### src/rtl/ram256x1d_reader_pkg.sv
// Shared types and constants for the ram256x1d_reader read-side sequencer.
package ram256x1d_reader_pkg;

  localparam int RAM_DEPTH  = 256;
  localparam int RAM_ADDR_W = 8;

  typedef enum logic [1:0] {
    IDLE  = 2'd0,
    FETCH = 2'd1,
    DRAIN = 2'd2
  } state_e;

endpackage

### src/rtl/ram256x1d_reader_bit_packer.sv
// Serial-to-parallel packer for ram256x1d_reader. The word output already includes
// the bit on din, so the caller can capture a complete word on its last-bit edge.
// Bit order is selected by RAM256X1D_READER_MSB_FIRST_EN (default LSB-first).
module bit_packer #(
  parameter int WORD_W = 8
) (
  input  logic              CLK,
  input  logic              RST,
  input  logic              clr,
  input  logic              en,
  input  logic              din,
  output logic [WORD_W-1:0] word
);

  logic [WORD_W-1:0] sr_q;
  logic [WORD_W-1:0] sr_d;

  generate
    if (WORD_W == 1) begin : g_single
      assign sr_d = din;
    end else begin : g_shift
`ifdef RAM256X1D_READER_MSB_FIRST_EN
      // The first bit of a word enters at bit 0 and ends up in the MSB.
      assign sr_d = {sr_q[WORD_W-2:0], din};
`else
      // The first bit of a word enters at the MSB and ends up in bit 0.
      assign sr_d = {din, sr_q[WORD_W-1:1]};
`endif
    end
  endgenerate

  assign word = sr_d;

  always_ff @(posedge CLK) begin
    if (RST || clr) begin
      sr_q <= '0;
    end else if (en) begin
      sr_q <= sr_d;
    end
  end

endmodule

### src/rtl/ram256x1d_reader.sv
// Read-side sequencer for a 256x1 distributed RAM: walks DPRA, packs DPO bits into
// WORD_W-bit words and streams them out on M_DATA/M_VALID/M_READY.
// Optional RAM256X1D_READER_MSB_FIRST_EN puts the first sampled bit in the word MSB.
module ram256x1d_reader
  import ram256x1d_reader_pkg::*;
#(
  parameter int WORD_W = 8
) (
  input  logic                  CLK,
  input  logic                  RST,
  input  logic                  START,
  input  logic [RAM_ADDR_W-1:0] BASE,
  input  logic [7:0]            LEN,
  output logic [RAM_ADDR_W-1:0] DPRA,
  input  logic                  DPO,
  output logic [WORD_W-1:0]     M_DATA,
  output logic                  M_VALID,
  input  logic                  M_READY,
  output logic                  BUSY,
  output logic                  DONE
);

  localparam int              CNT_W    = (WORD_W > 1) ? $clog2(WORD_W) : 1;
  localparam logic [CNT_W-1:0] LAST_BIT = CNT_W'(WORD_W - 1);

  state_e                state_q, state_d;
  logic [RAM_ADDR_W-1:0] addr_q;
  logic [8:0]            words_left_q;
  logic [CNT_W-1:0]      bit_cnt_q;
  logic [WORD_W-1:0]     m_data_q;
  logic [WORD_W-1:0]     packed_word;
  logic                  m_valid_q;
  logic                  done_q;

  logic start_acc, last_bit, slot_free, sample, load, xfer;

  // START is refused in the DONE cycle even though the FSM is already back in IDLE.
  assign start_acc = (state_q == IDLE) && START && !done_q;
  assign last_bit  = (bit_cnt_q == LAST_BIT);
  assign slot_free = !m_valid_q || M_READY;
  assign sample    = (state_q == FETCH) && (!last_bit || slot_free);
  assign load      = (state_q == FETCH) && last_bit && slot_free;
  assign xfer      = m_valid_q && M_READY;

  always_comb begin
    // NOTE: default first so every path assigns state_d and no latch is inferred.
    state_d = state_q;
    unique case (state_q)
      IDLE:    if (start_acc) state_d = FETCH;
      FETCH:   if (load && (words_left_q == 9'd0)) state_d = DRAIN;
      DRAIN:   if (xfer) state_d = IDLE;
      default: state_d = IDLE;
    endcase
  end

  // NOTE: non-blocking assignments keep every register sampling pre-edge values.
  always_ff @(posedge CLK) begin
    if (RST) state_q <= IDLE;
    else     state_q <= state_d;
  end

  always_ff @(posedge CLK) begin
    if (RST) begin
      addr_q       <= '0;
      words_left_q <= '0;
      bit_cnt_q    <= '0;
      m_data_q     <= '0;
      m_valid_q    <= 1'b0;
      done_q       <= 1'b0;
    end else begin
      done_q <= (state_q == DRAIN) && xfer;

      if (start_acc) begin
        addr_q       <= BASE;
        words_left_q <= {1'b0, LEN};
        bit_cnt_q    <= '0;
      end

      // Address wraps modulo 256 through natural overflow.
      if (sample) addr_q <= addr_q + RAM_ADDR_W'(1);

      if (load) begin
        bit_cnt_q <= '0;
        if (words_left_q != 9'd0) words_left_q <= words_left_q - 9'd1;
      end else if (sample) begin
        bit_cnt_q <= bit_cnt_q + CNT_W'(1);
      end

      if (load) begin
        m_data_q  <= packed_word;
        m_valid_q <= 1'b1;
      end else if (xfer) begin
        m_valid_q <= 1'b0;
      end
    end
  end

  bit_packer #(
    .WORD_W(WORD_W)
  ) u_packer (
    .CLK  (CLK),
    .RST  (RST),
    .clr  (start_acc || load),
    .en   (sample),
    .din  (DPO),
    .word (packed_word)
  );

  assign DPRA    = addr_q;
  assign M_DATA  = m_data_q;
  assign M_VALID = m_valid_q;
  assign BUSY    = (state_q != IDLE);
  assign DONE    = done_q;

endmodule

### config.mk
export PLATFORM = sky130hd
export DESIGN_NAME = ram256x1d_reader
export DESIGN_NICKNAME = d
export VERILOG_FILES = /design/src/rtl/ram256x1d_reader_pkg.sv /design/src/rtl/ram256x1d_reader_bit_packer.sv /design/src/rtl/ram256x1d_reader.sv
export SDC_FILE = /design/constraint.sdc
export NUM_CORES = 1
export LEC_CHECK = 0
export ABC_AREA = 1
export BUFFER_PORTS_ARGS = -buffer_cell sky130_fd_sc_hd__buf_2
export CORE_ASPECT_RATIO = 1.2
export CORE_MARGIN = 1.5
export CORE_UTILIZATION = 36
export DETAILED_ROUTE_END_ITERATION = 10
export HOLD_SLACK_MARGIN = 0.03
export SLEW_MARGIN = 20
export SYNTH_ARGS = -nofsm -noshare
export SYNTH_HDL_FRONTEND = slang
export SYNTH_HIERARCHICAL = 1
export SYNTH_SLANG_ARGS = --single-unit
### constraint.sdc
create_clock -name CLK -period 1.7 [get_ports CLK]
set_input_delay 0.51 -clock CLK [delete_from_list [all_inputs] [get_ports CLK]]
set_output_delay 0.51 -clock CLK [all_outputs]
set_load 0.1 [all_outputs]
Word level (Yosys, flattened, before mapping):

Index checks and enable logic that the tools add are counted.

* register bits: 40
* bits in latches: 0
* bits in writable memories: 0
* ROM bits: 0
* input port bits: 21
* output and inout bits: 19
* word-level logic and storage cells: 53
* memories kept: 0

* $add $sub $neg: 3
* multiply operators: 0
* divide/modulo/power cells: 0
* $lt $le $gt $ge: 0
* equal/unequal tests: 6
* shift-type cells: 0
* mux-type cells: 13
* bitwise logic cells: 0
* reductions and logical operators: 23

Operators by type and width (number)
* $mux W9: 3
* $mux W8: 2
* $logic_not A9 Y1: 1
* $reduce_bool A9 Y1: 1
* $sub A9 B1 Y9 const B: 1
* $add A8 B1 Y8 const B: 1
* $logic_and A1 B1 Y1: 8
* $mux W2: 3
* $mux W3: 2
* $pmux W2 S3: 1
* $reduce_bool A2 Y1: 3
* $logic_or A1 B1 Y1: 4
* $ne A2 B2 Y1 const B: 2
* $add A3 B1 Y3 const B: 1
* $eq A3 B3 Y1 const B: 1
* $logic_not A1 Y1: 3
* $reduce_and A3 Y1: 1
* $eq A2 B1 Y1 const B: 1
* $eq A2 B2 Y1 const B: 1
* $logic_not A2 Y1: 1
* $mux W1: 2
* $ne A2 B1 Y1 const B: 1
* $reduce_or A2 Y1: 1

Logic depth before layout (Yosys ltp):

Gate-level depths: netlist (run 1).

* depth in word-level cells: 6
* gate-level depth with buffers: 11
* gate-level depth less buffers: 11

Hierarchy:

The synthesis (run 1) kept the hierarchy.

Modules (own cells, without submodules)
* ram256x1d_reader: times used 1, cells each 267, area an instance 1790.5 µm², sequential area each 640.6 µm²
* bit_packer: times used 1, cells each 45, area an instance 296.5 µm², sequential area each 140.1 µm²

Worst setup path before layout (run 1):

OpenSTA, ideal clock, no wires.

* path kind: register -> register
* start: reg m_valid_q, in the netlist M_VALID
* end: reg u_packer.sr_q[1]
* library setup time: 113 ps
* arrival time: 1817 ps
* required time: 1587 ps
* setup slack: -230 ps
* stages on the path, launching flop included: 8
* path buffers: 2
* period minus slack after synthesis: 1930 ps
* cell sequence: dfxtp_1 > nand3_1 > nand2_4 > inv_4 > buf_6 > buf_6 > nor2_1 > nor2_1

* elaborated cells on any way between the ends: 7
* classes of those cells: 7 x reduce/logical

RTL lines
* start: declaration: line ram256x1d_reader.sv:32 `logic m_valid_q;`
* start signal: assignment: line ram256x1d_reader.sv:68 `m_valid_q <= 1'b0;`
* start signal: assignment: line ram256x1d_reader.sv:91 `m_valid_q <= 1'b1;`
* start signal: assignment: line ram256x1d_reader.sv:93 `m_valid_q <= 1'b0;`
* $logic_not A1 Y1: line ram256x1d_reader.sv:40 `assign slot_free = !m_valid_q || M_READY;`
* $logic_or A1 B1 Y1: line ram256x1d_reader.sv:40
* $logic_or A1 B1 Y1: line ram256x1d_reader.sv:41 `assign sample = (state_q == FETCH) && (!last_bit || slot_free);`
* $logic_and A1 B1 Y1: line ram256x1d_reader.sv:41
* net sample: line ram256x1d_reader.sv:35 `logic start_acc, last_bit, slot_free, sample, load, xfer;`
* end signal: assignment: line ram256x1d_reader_bit_packer.sv:38 `sr_q <= sr_d;`
* end: declaration: line ram256x1d_reader_bit_packer.sv:15 `logic [WORD_W-1:0] sr_q;`

The timed path passes the listed nets, and every way through them passes these cells.
A chain may end at the register's enable or synchronous reset.

Final worst setup path (run 1):

* start: reg addr_q[6], in the netlist DPRA[6]
* end: out DPRA[6]

RTL lines
* start: declaration: line ram256x1d_reader.sv:27 `logic [RAM_ADDR_W-1:0] addr_q;`
* start signal: assignment: line ram256x1d_reader.sv:80 `if (sample) addr_q <= addr_q + RAM_ADDR_W'(1);`
* end: declaration: line ram256x1d_reader.sv:14 `output logic [RAM_ADDR_W-1:0] DPRA,`

No word-level cell between the ends.

==> flow_metrics.tcl, run 1 <==
set metrics [dict create \
    drt-total-wl_um 4630 \
    io_pins 40 \
    critPathMaxFanout 5 \
    start_util 0.371 \
    clockBufferDepth 2 \
    crit_buf_inv 1 \
    period_share 0.966 \
    worstPathCellList "buf_2" \
    clock_sinks 39 \
    drv_cap 0 \
    htreeDepth 2 \
    cts_buffers 5 \
    insertion_delay_ps 290 \
    clockPowerShare 0.303 \
    r2r_cells 9 \
    rsz0062_at_grt "no" \
    p_switching_uw 761 \
    placed_area_mm2 0.00239 \
    placeableCoreArea_mm2 0.00563 \
    fmax_mhz 609 \
    synthesis.nets 337 \
    ys_types 25 \
    skew_ps 8.58 \
    postLayoutSetupSlackWorst_ps 57.0 \
    crit-reg2reg-launch "bit_cnt_q[0]$_SDFFE_PP0P_" \
    drt_first_pass_iters 5 \
    slew_viol_final 0 \
    finalNetCount 385 \
    routabilityCongestion 0.846 \
    syn_to_final_growth_pct 20.2 \
    powerDensity_mw_per_mm2 909 \
    place_hpwl_um 3510 \
    clk_pin_slew_worst_paths_ps 80 \
    ys_async_sr_fraction 0 \
    placementRows 30 \
    hold_viol 0 \
    num_antenna_cells 0 \
    switching_share 0.333 \
    worst_path_max_delay_cell "buf_2" \
    hp-class "reg -> reg" \
    post_drt_wl_per_cell_um 10.9 \
    synth_seq_cells 39 \
    numPortBuffers 39 \
    max_slew_margin 0.676 \
    grt_pass1_vias 1749 \
    dr_total_vias 1977 \
    syn_area_mm2 0.00209 \
    crit_family "buffers and inverters" \
    die-area_mm2 0.00626 \
    track_usage 0.158 \
    path_class "reg -> out" \
    r2r-end "DPRA[5]$_SDFFE_PP0P_" \
    comb_power_share 0.253 \
    drtIter0Drc 61 \
    cp-endpoint "DPRA[6]" \
    ys_seq_area_frac 0.374 \
    r2r_slack_ps 150 \
    synth-edff-count 0 \
    grt_overflow_total 0 \
    clock-root-buffer "clkbuf_8" \
    grt_pass1_wl_um 7730 \
    antenna_found_initial 0 \
    tns_ps 0 \
    startpoint "DPRA[6]$_SDFFE_PP0P_" \
    cts_tree "done" \
    syn-instance-count 312 \
    synth_warnings 6 \
    seqPwrFrac 0.444 \
    crit_arrival_ps 1130 \
    irDropWorstVdd_uv 321 \
    ant_nets 0 \
    dpl_worst_slack_ps 128 \
    power.internal_uw 1520 \
    die_h_um 86.4 \
    viasPerCell 4.65 \
    synth_flop_cell "dfxtp_1" \
    crit_path_max_incr_delay_ps 450 \
    worstSetupEndpointType "primary output" \
    outcome "completed" \
    p_leak_uw 0.00121 \
    mostFrequentLayoutCells "nand2_1 (81), nor2_1 (60), buf_2 (37), dfxtp_1 (32), inv_1 (31)" \
    grt_max_degree 26 \
    startpoint_type "register" \
    drc 0 \
    cts_hold_buffers 0 \
    period_needed_ps 1640 \
    worst_pin_slew_ps 490 \
    required_ps 1190 \
    final_cell_area_mm2 0.00251 \
    synth.avg_cell_area_um2 6.69 \
    drive_gt1_frac 0.241 \
    cp.depth 1 \
    die_x_um 72.5 \
    final_common_cell "nand2_1" \
    setup_viol 0 \
]
## flip-flops by register name, indices dropped and copies added, names as in the netlist
signal	count
state_q	2
DONE	1
words_left_q	9
u_packer/sr_q	7
M_DATA	8
M_VALID	1
DPRA	8
bit_cnt_q	3
## per-stage QoR
stage | hold WS (ps) | total power, µW | std cells | utilization
after floorplan | 417 | 1470 | 312 | -
after global placement | 429 | 1600 | 415 | 0.424
after CTS | 441 | 2300 | 423 | 0.442
after global routing | 462 | 2420 | 425 | 0.446
after detailed placement | 431 | 1600 | 415 | 0.424
final | 443 | 2280 | 425 | 0.446
## synthesized netlist by cell type (2+ instances only)
cell,n,area (µm²)
dfxtp_1,39,781
ha_1,4,50.1
inv_1,32,120
clkbuf_1,2,7.51
o21ai_0,15,75.1
nor2_2,3,18.8
nand2_1,81,304
inv_4,3,18.8
nor2_1,60,225
nand3_1,25,125
nand2_2,4,25.0
xor2_1,3,26.3
a21oi_1,15,75.1
nand2_4,3,33.8
nor2_4,4,45.0
buf_6,6,67.6
o21ai_1,5,25.0
## cells by family (layout without fill, tap and decap cells)
kind of cell | count (synthesis) | in the layout | share of synthesized area
AO/OA/AOI/OAI | 38 | 38 | 0.0947
flip-flops | 39 | 39 | 0.374
buffers and inverters | 46 | 95 | 0.110
XOR/XNOR | 3 | 3 | 0.0126
adder cells (fa/ha/maj) | 4 | 4 | 0.0240
AND/OR/NAND/NOR | 182 | 182 | 0.384
## repair_timing
item,4_1_cts,5_1_grt
gates resized for setup,0,3
hold endpoints to repair,0,0
setup endpoints to repair,0,6
buffers inserted,0,2
## power groups by stage
stage | sequential (µW) | combinational, µW | clock [µW]
2_1_floorplan | 1160 | 306 | 0
3_3_place_gp | 1030 | 568 | 0
3_5_place_dp | 1030 | 570 | 0
4_1_cts | 1010 | 571 | 715
5_1_grt | 1020 | 641 | 754
6_report | 1010 | 577 | 691
## worst min-delay path by stage
| stage | endpoint | start | depth (start not counted) | slack (ps) |
|---|---|---|---|---|
| 6_report | words_left_q[8]$_SDFF_PP0_ | words_left_q[8]$_SDFF_PP0_ | 2 | 440 |
| 5_1_grt | words_left_q[8]$_SDFF_PP0_ | words_left_q[8]$_SDFF_PP0_ | 2 | 460 |
| 4_1_cts | words_left_q[8]$_SDFF_PP0_ | words_left_q[8]$_SDFF_PP0_ | 2 | 440 |
| 3_5_place_dp | words_left_q[8]$_SDFF_PP0_ | words_left_q[8]$_SDFF_PP0_ | 2 | 430 |
| 3_3_place_gp | words_left_q[8]$_SDFF_PP0_ | words_left_q[8]$_SDFF_PP0_ | 2 | 430 |
| 2_1_floorplan | words_left_q[8]$_SDFF_PP0_ | words_left_q[8]$_SDFF_PP0_ | 2 | 420 |
## cell type report
type	instances	area [µm²]
multi-input combinational	227	1080
fill	611	3120
clock buffer	8	100
sequential	39	790
timing repair buffer	51	315
inverter	36	145
tap	64	80.1
## layer usage
metal,routed length [µm],up-vias,global-route usage
li1,-,1061,-
met1,2130,864,0.202
met2,2230,45,0.257
met3,192,7,0.0337
met4,74,0,0.0703
met5,0,-,0
No activity file was read; power rests on OpenSTA's default activity.
==> run 2: changes to the inputs <==
--- a/config.mk
+++ b/config.mk
@@ -7,11 +7,14 @@
 export LEC_CHECK = 0
 export ABC_AREA = 1
 export BUFFER_PORTS_ARGS = -buffer_cell sky130_fd_sc_hd__buf_2
+export CELL_PAD_IN_SITES_DETAIL_PLACEMENT = 0
+export CELL_PAD_IN_SITES_GLOBAL_PLACEMENT = 2
 export CORE_ASPECT_RATIO = 1.2
 export CORE_MARGIN = 1.5
-export CORE_UTILIZATION = 36
+export CORE_UTILIZATION = 29
 export DETAILED_ROUTE_END_ITERATION = 10
 export HOLD_SLACK_MARGIN = 0.03
+export PLACE_DENSITY = 0.85
 export SLEW_MARGIN = 20
 export SYNTH_ARGS = -nofsm -noshare
 export SYNTH_HDL_FRONTEND = slang
==> flow_metrics.tcl, run 2 (synthesized netlist as in run 1, its figures left out) <==
set metrics [dict create \
    outcome "completed" \
    grt_pass1_wl_um 8540 \
    viasPerCell 4.34 \
    clockBufferDepth 2 \
    place_hpwl_um 3780 \
    final_cell_area_mm2 0.00256 \
    finalNetCount 387 \
    cts_buffers 5 \
    clk_pin_slew_worst_paths_ps 80 \
    dr_total_vias 1951 \
    clock_sinks 39 \
    start_util 0.303 \
    drtIter0Drc 60 \
    largest_reg_flops 9 \
    grt_pass1_vias 1834 \
    startpoint_type "register" \
    ant_nets 0 \
    r2r-end "words_left_q[2]$_SDFF_PP0_" \
    die-area_mm2 0.00772 \
    period_needed_ps 1650 \
    required_ps 1190 \
    final_common_cell "nand2_1" \
    irDropWorstVdd_uv 285 \
    cp-endpoint "DPRA[6]" \
    worst_pin_slew_ps 488 \
    placementRows 33 \
    drc 0 \
    slew_viol_final 0 \
    cts_tree "done" \
    clock-root-buffer "clkbuf_8" \
    placed_area_mm2 0.00243 \
    die_x_um 80.4 \
    io_pins 40 \
    placeableCoreArea_mm2 0.00690 \
    drv_cap 0 \
    numPortBuffers 39 \
    htreeDepth 2 \
    insertion_delay_ps 290 \
    dpl_worst_slack_ps 108 \
    track_usage 0.145 \
    grt_max_degree 26 \
    syn_to_final_growth_pct 22.9 \
    r2r_cells 11 \
    r2r_slack_ps 200 \
    path_class "reg -> out" \
    post_drt_wl_per_cell_um 11.1 \
    die_h_um 95.9 \
    hold_viol 0 \
    nFillCells 776 \
    worst_path_max_delay_cell "buf_2" \
    postLayoutSetupSlackWorst_ps 54.9 \
    crit-reg2reg-launch "words_left_q[0]$_SDFF_PP0_" \
    drive_gt1_frac 0.248 \
    crit_path_max_incr_delay_ps 450 \
    period_share 0.968 \
    seqCellArea_um2 790 \
    fmax_mhz 608 \
    crit_family "buffers and inverters" \
    final_core_util 0.372 \
    worstPathCellList "buf_2" \
    setup_viol 0 \
    tns_ps 0 \
    crit_arrival_ps 1140 \
    critPathMaxFanout 5 \
    cp.depth 1 \
    num_antenna_cells 0 \
    startpoint "DPRA[6]$_SDFFE_PP0P_" \
    rsz0062_at_grt "no" \
    skew_ps 3.97 \
    drt-total-wl_um 5020 \
    antenna_found_initial 0 \
    hp-class "reg -> reg" \
    mostFrequentLayoutCells "nand2_1 (81), nor2_1 (60), buf_2 (37), dfxtp_1 (32), inv_1 (31)" \
    multiInputGateArea_mm2 0.00108 \
    largest-register "words_left_q" \
    routabilityCongestion 0.769 \
    powerDensity_mw_per_mm2 895 \
    crit_buf_inv 1 \
    p_leak_uw 0.00122 \
    drt_first_pass_iters 4 \
    max_slew_margin 0.677 \
    worstSetupEndpointType "primary output" \
    grt_overflow_total 0 \
]
[run 2: cell count changes in the layout (fill, tap and decap cells not counted)]
| cell | previous run | this run |
|---|---|---|
| clkinv_8 | 0 | 1 |
| nand3_1 | 25 | 24 |
| buf_4 | 12 | 14 |
| nand3_2 | 0 | 1 |
| inv_6 | 1 | 0 |
[run 2: how the worst min path moves through the flow]
stage	startpoint	to	cells past startpoint
finish	words_left_q[8]$_SDFF_PP0_	words_left_q[8]$_SDFF_PP0_	2
CTS	words_left_q[8]$_SDFF_PP0_	words_left_q[8]$_SDFF_PP0_	2
global route	words_left_q[8]$_SDFF_PP0_	words_left_q[8]$_SDFF_PP0_	2
detailed placement	words_left_q[8]$_SDFF_PP0_	words_left_q[8]$_SDFF_PP0_	2
global placement	words_left_q[8]$_SDFF_PP0_	words_left_q[8]$_SDFF_PP0_	2
floorplan	words_left_q[8]$_SDFF_PP0_	words_left_q[8]$_SDFF_PP0_	2
[run 2: stage by stage]
| stage | total power, µW | hold WS (ps) | std cells |
|---|---|---|---|
| 2_1_floorplan | 1470 | 417 | 312 |
| 3_3_place_gp | 1620 | 426 | 440 |
| 3_5_place_dp | 1620 | 428 | 440 |
| 4_1_cts | 2320 | 442 | 449 |
| 5_1_grt | 2430 | 447 | 450 |
| 6_report | 2290 | 443 | 450 |
[run 2: per-layer routing]
| layer | track usage | share of wire | up-vias |
|---|---|---|---|
| met2 | 0.250 | 0.48 | 26 |
| met1 | 0.177 | 0.48 | 853 |
| met5 | 0 | 0 | - |
| met3 | 0.0284 | 0.030 | 5 |
| li1 | - | - | 1067 |
| met4 | 0.0517 | 0.013 | 0 |
[run 2: worst min-delay path: cells and delay by family (launching register included)]
kind | cells | cell delay (ps)
flip-flops | 1 | 320
AND/OR/NAND/NOR | 2 | 90
[run 2: final cells by class]
| cell class | count | area share |
|---|---|---|
| multi-input cells | 227 | 0.422 |
| repair buffers | 53 | 0.129 |
| flip-flops and latches | 39 | 0.308 |
| inverters | 36 | 0.0595 |
| well taps | 87 | 0.0424 |
| clock buffers | 8 | 0.0390 |
[run 2: repair_timing]
action	CTS	global route
setup endpoints to repair	1	9
gates resized for setup	0	6
hold buffers	0	0
setup buffers	1	1
pin swaps	1	1
[run 2: power breakdown]
part	switching, µW	internal (µW)	leakage, µW
logic	396	190	0.000848
registers	49.0	964	0.000321
clock network	325	371	0.0000515
==> run 3: changes to the inputs <==
--- a/config.mk
+++ b/config.mk
@@ -14,9 +14,8 @@
 export CORE_UTILIZATION = 29
 export DETAILED_ROUTE_END_ITERATION = 10
 export HOLD_SLACK_MARGIN = 0.03
-export PLACE_DENSITY = 0.85
+export PLACE_DENSITY = 0.86
 export SLEW_MARGIN = 20
 export SYNTH_ARGS = -nofsm -noshare
 export SYNTH_HDL_FRONTEND = slang
-export SYNTH_HIERARCHICAL = 1
 export SYNTH_SLANG_ARGS = --single-unit
==> flow_metrics.tcl, run 3 <==
set metrics [dict create \
    place_hpwl_um 3800 \
    post_cts_buffers 0 \
    synthesis.nets 318 \
    synth_warnings 0 \
    insertion_delay_ps 290 \
    final_cell_area_mm2 0.00250 \
    path_class "reg -> out" \
    dpl_worst_slack_ps 75.2 \
    cts_buffers 5 \
    syn_area_mm2 0.00196 \
    max_slew_margin 0.675 \
    hold_viol 0 \
    worst_pin_slew_ps 490 \
    worstSetupEndpointType "primary output" \
    clock_sinks 39 \
    seqPwrFrac 0.432 \
    skew_ps 4.82 \
    die_h_um 93.0 \
    slew_viol_final 0 \
    drt-met1-wl_um 2230 \
    track_usage 0.150 \
    start_util 0.302 \
    yosys.area.top_type_share 0.398 \
    powerDensity_mw_per_mm2 913 \
    largest-register "words_left_q" \
    synth_flop_cell "dfxtp_1" \
    routabilityCongestion 0.772 \
    r2r-end "DPRA[5]$_SDFFE_PP0P_" \
    startpoint_type "register" \
    top_layer_used "met4" \
    syn_to_final_growth_pct 27.8 \
    grt_pass1_vias 1840 \
    num_antenna_cells 0 \
    r2r_cells 10 \
    irDropWorstVdd_uv 319 \
    finalNetCount 370 \
    p_switching_uw 723 \
    rsz0062_at_grt "no" \
    ys_seq_area_frac 0.398 \
    grt_max_degree 20 \
    drt_first_pass_iters 4 \
    cp.depth 1 \
    viasPerCell 4.44 \
    period_needed_ps 1640 \
    switching_share 0.316 \
    cp-endpoint "DPRA[6]" \
    drtIter0Drc 54 \
    drt-total-wl_um 4930 \
    ys_types 28 \
    crit-reg2reg-launch "bit_cnt_q[0]$_SDFFE_PP0P_" \
    drive_gt1_frac 0.243 \
    placeableCoreArea_mm2 0.00649 \
    drc 0 \
    die_x_um 78.0 \
    synth_top_area_cell "dfxtp_1" \
    crit_path_max_incr_delay_ps 450 \
    worstPathCellList "buf_2" \
    startpoint "DPRA[6]$_SDFFE_PP0P_" \
    dr_wl_met3_um 153 \
    postLayoutSetupSlackWorst_ps 59.4 \
    hp-class "reg -> reg" \
    placed_cells 423 \
    antenna_found_initial 0 \
    syn-instance-count 293 \
    largest_reg_flops 9 \
    synth_seq_cells 39 \
    layoutNonFillerInstCount 431 \
    synth-edff-count 0 \
    whs_path_depth 1 \
    io_pins 40 \
    crit_family "buffers and inverters" \
    clock-root-buffer "clkbuf_8" \
    synth_area_leaders "dfxtp_1 (40%), nand2_1 (16%), nor2_1 (9.0%), nand3_1 (5.6%), inv_1 (4.8%)" \
    drv_cap 0 \
    power.internal_uw 1560 \
    dr_total_vias 1915 \
    cts_hold_buffers 0 \
    htreeDepth 2 \
    mostFrequentLayoutCells "nand2_1 (85), nor2_1 (47), buf_2 (36), dfxtp_1 (32), inv_1 (24)" \
    placed_area_mm2 0.00238 \
    comb_power_share 0.227 \
    setup_viol 0 \
    critPathMaxFanout 5 \
    worst_path_max_delay_cell "buf_2" \
    grt_overflow_total 0 \
    synthTopCellsByCount "nand2_1 (85), nor2_1 (47), dfxtp_1 (39)" \
    tns_ps 0 \
    yosys.cell_count.top_type "nand2_1" \
    grt_pass1_wl_um 8590 \
    outcome "completed" \
    crit_buf_inv 1 \
    placementRows 32 \
    required_ps 1190 \
    cts_tree "done" \
    die-area_mm2 0.00726 \
    final_common_cell "nand2_1" \
    ant_nets 0 \
    r2r_slack_ps 180 \
    wl_met2_um 2490 \
    crit_arrival_ps 1130 \
    clockBufferDepth 2 \
    synth.avg_cell_area_um2 6.69 \
    fmax_mhz 610 \
    clk_pin_slew_worst_paths_ps 70 \
    post_drt_wl_per_cell_um 11.4 \
    nFillCells 714 \
    period_share 0.965 \
    p_leak_uw 0.00115 \
    ys_async_sr_fraction 0 \
    clockPowerShare 0.341 \
    numPortBuffers 39 \
]
## run 3: repair_timing
action,4_1_cts,5_1_grt
endpoints found under the setup margin,0,11
resized for setup,0,5
hold endpoints to repair,0,0
## run 3: worst min path at each step
stage / startpoint / end / slack, ps
after global routing: bit_cnt_q[1]$_SDFFE_PP0P_ / bit_cnt_q[1]$_SDFFE_PP0P_ / 490
after floorplan: bit_cnt_q[0]$_SDFFE_PP0P_ / bit_cnt_q[0]$_SDFFE_PP0P_ / 430
after CTS: bit_cnt_q[0]$_SDFFE_PP0P_ / bit_cnt_q[0]$_SDFFE_PP0P_ / 460
final: bit_cnt_q[0]$_SDFFE_PP0P_ / bit_cnt_q[0]$_SDFFE_PP0P_ / 460
after detailed placement: bit_cnt_q[0]$_SDFFE_PP0P_ / bit_cnt_q[0]$_SDFFE_PP0P_ / 450
after global placement: u_packer.sr_q[1]$_SDFFE_PP0P_ / u_packer.sr_q[1]$_SDFFE_PP0P_ / 450
## run 3: cell type report
type | instances | area [µm²] | share of cell area
timing repair buffer | 53 | 370 | 0.148
sequential | 39 | 790 | 0.315
inverter | 30 | 120 | 0.0480
clock inverter | 3 | 43.8 | 0.0175
multi-input combinational | 216 | 1010 | 0.402
tap | 85 | 106 | 0.0425
clock buffer | 5 | 68.8 | 0.0275
## run 3: worst register-to-register path, cell delays in order (launching register included)
cell	delay (ps)
dfxtp_1	330
ha_1	200
ha_1	230
nand3_2	110
nand2_4	80
inv_2	120
buf_12	120
nand3_1	70
nand2_1	60
inv_1	30
a21oi_1	110
## run 3: cell families after synthesis
family | share of synthesized area
simple gates | 0.364
compound gates | 0.114
flops | 0.398
buf+inv | 0.0932
fa+ha+maj | 0.0255
xor+xnor | 0.00447
## run 3: per-layer routing
layer,GRT usage,vias up
li1,-,1034
met1,0.189,852
met2,0.257,24
met3,0.0273,5
met4,0.0491,0
met5,0,-
## run 3: power groups by stage
stage          clock network (µW)  registers (µW)  logic [µW]
3_5_place_dp                    0            1010         521
2_1_floorplan                   0            1120         246
5_1_grt                       846             993         579
3_3_place_gp                    0            1010         520
6_report                      780             987         520
4_1_cts                       813             988         524
## run 3: through the flow
step	util	power (µW)	hold slack [ps]
after floorplan	-	1370	428
after global placement	0.367	1530	447
after detailed placement	0.367	1530	446
after CTS	0.384	2320	462
after global routing	0.386	2420	488
final	0.386	2290	458
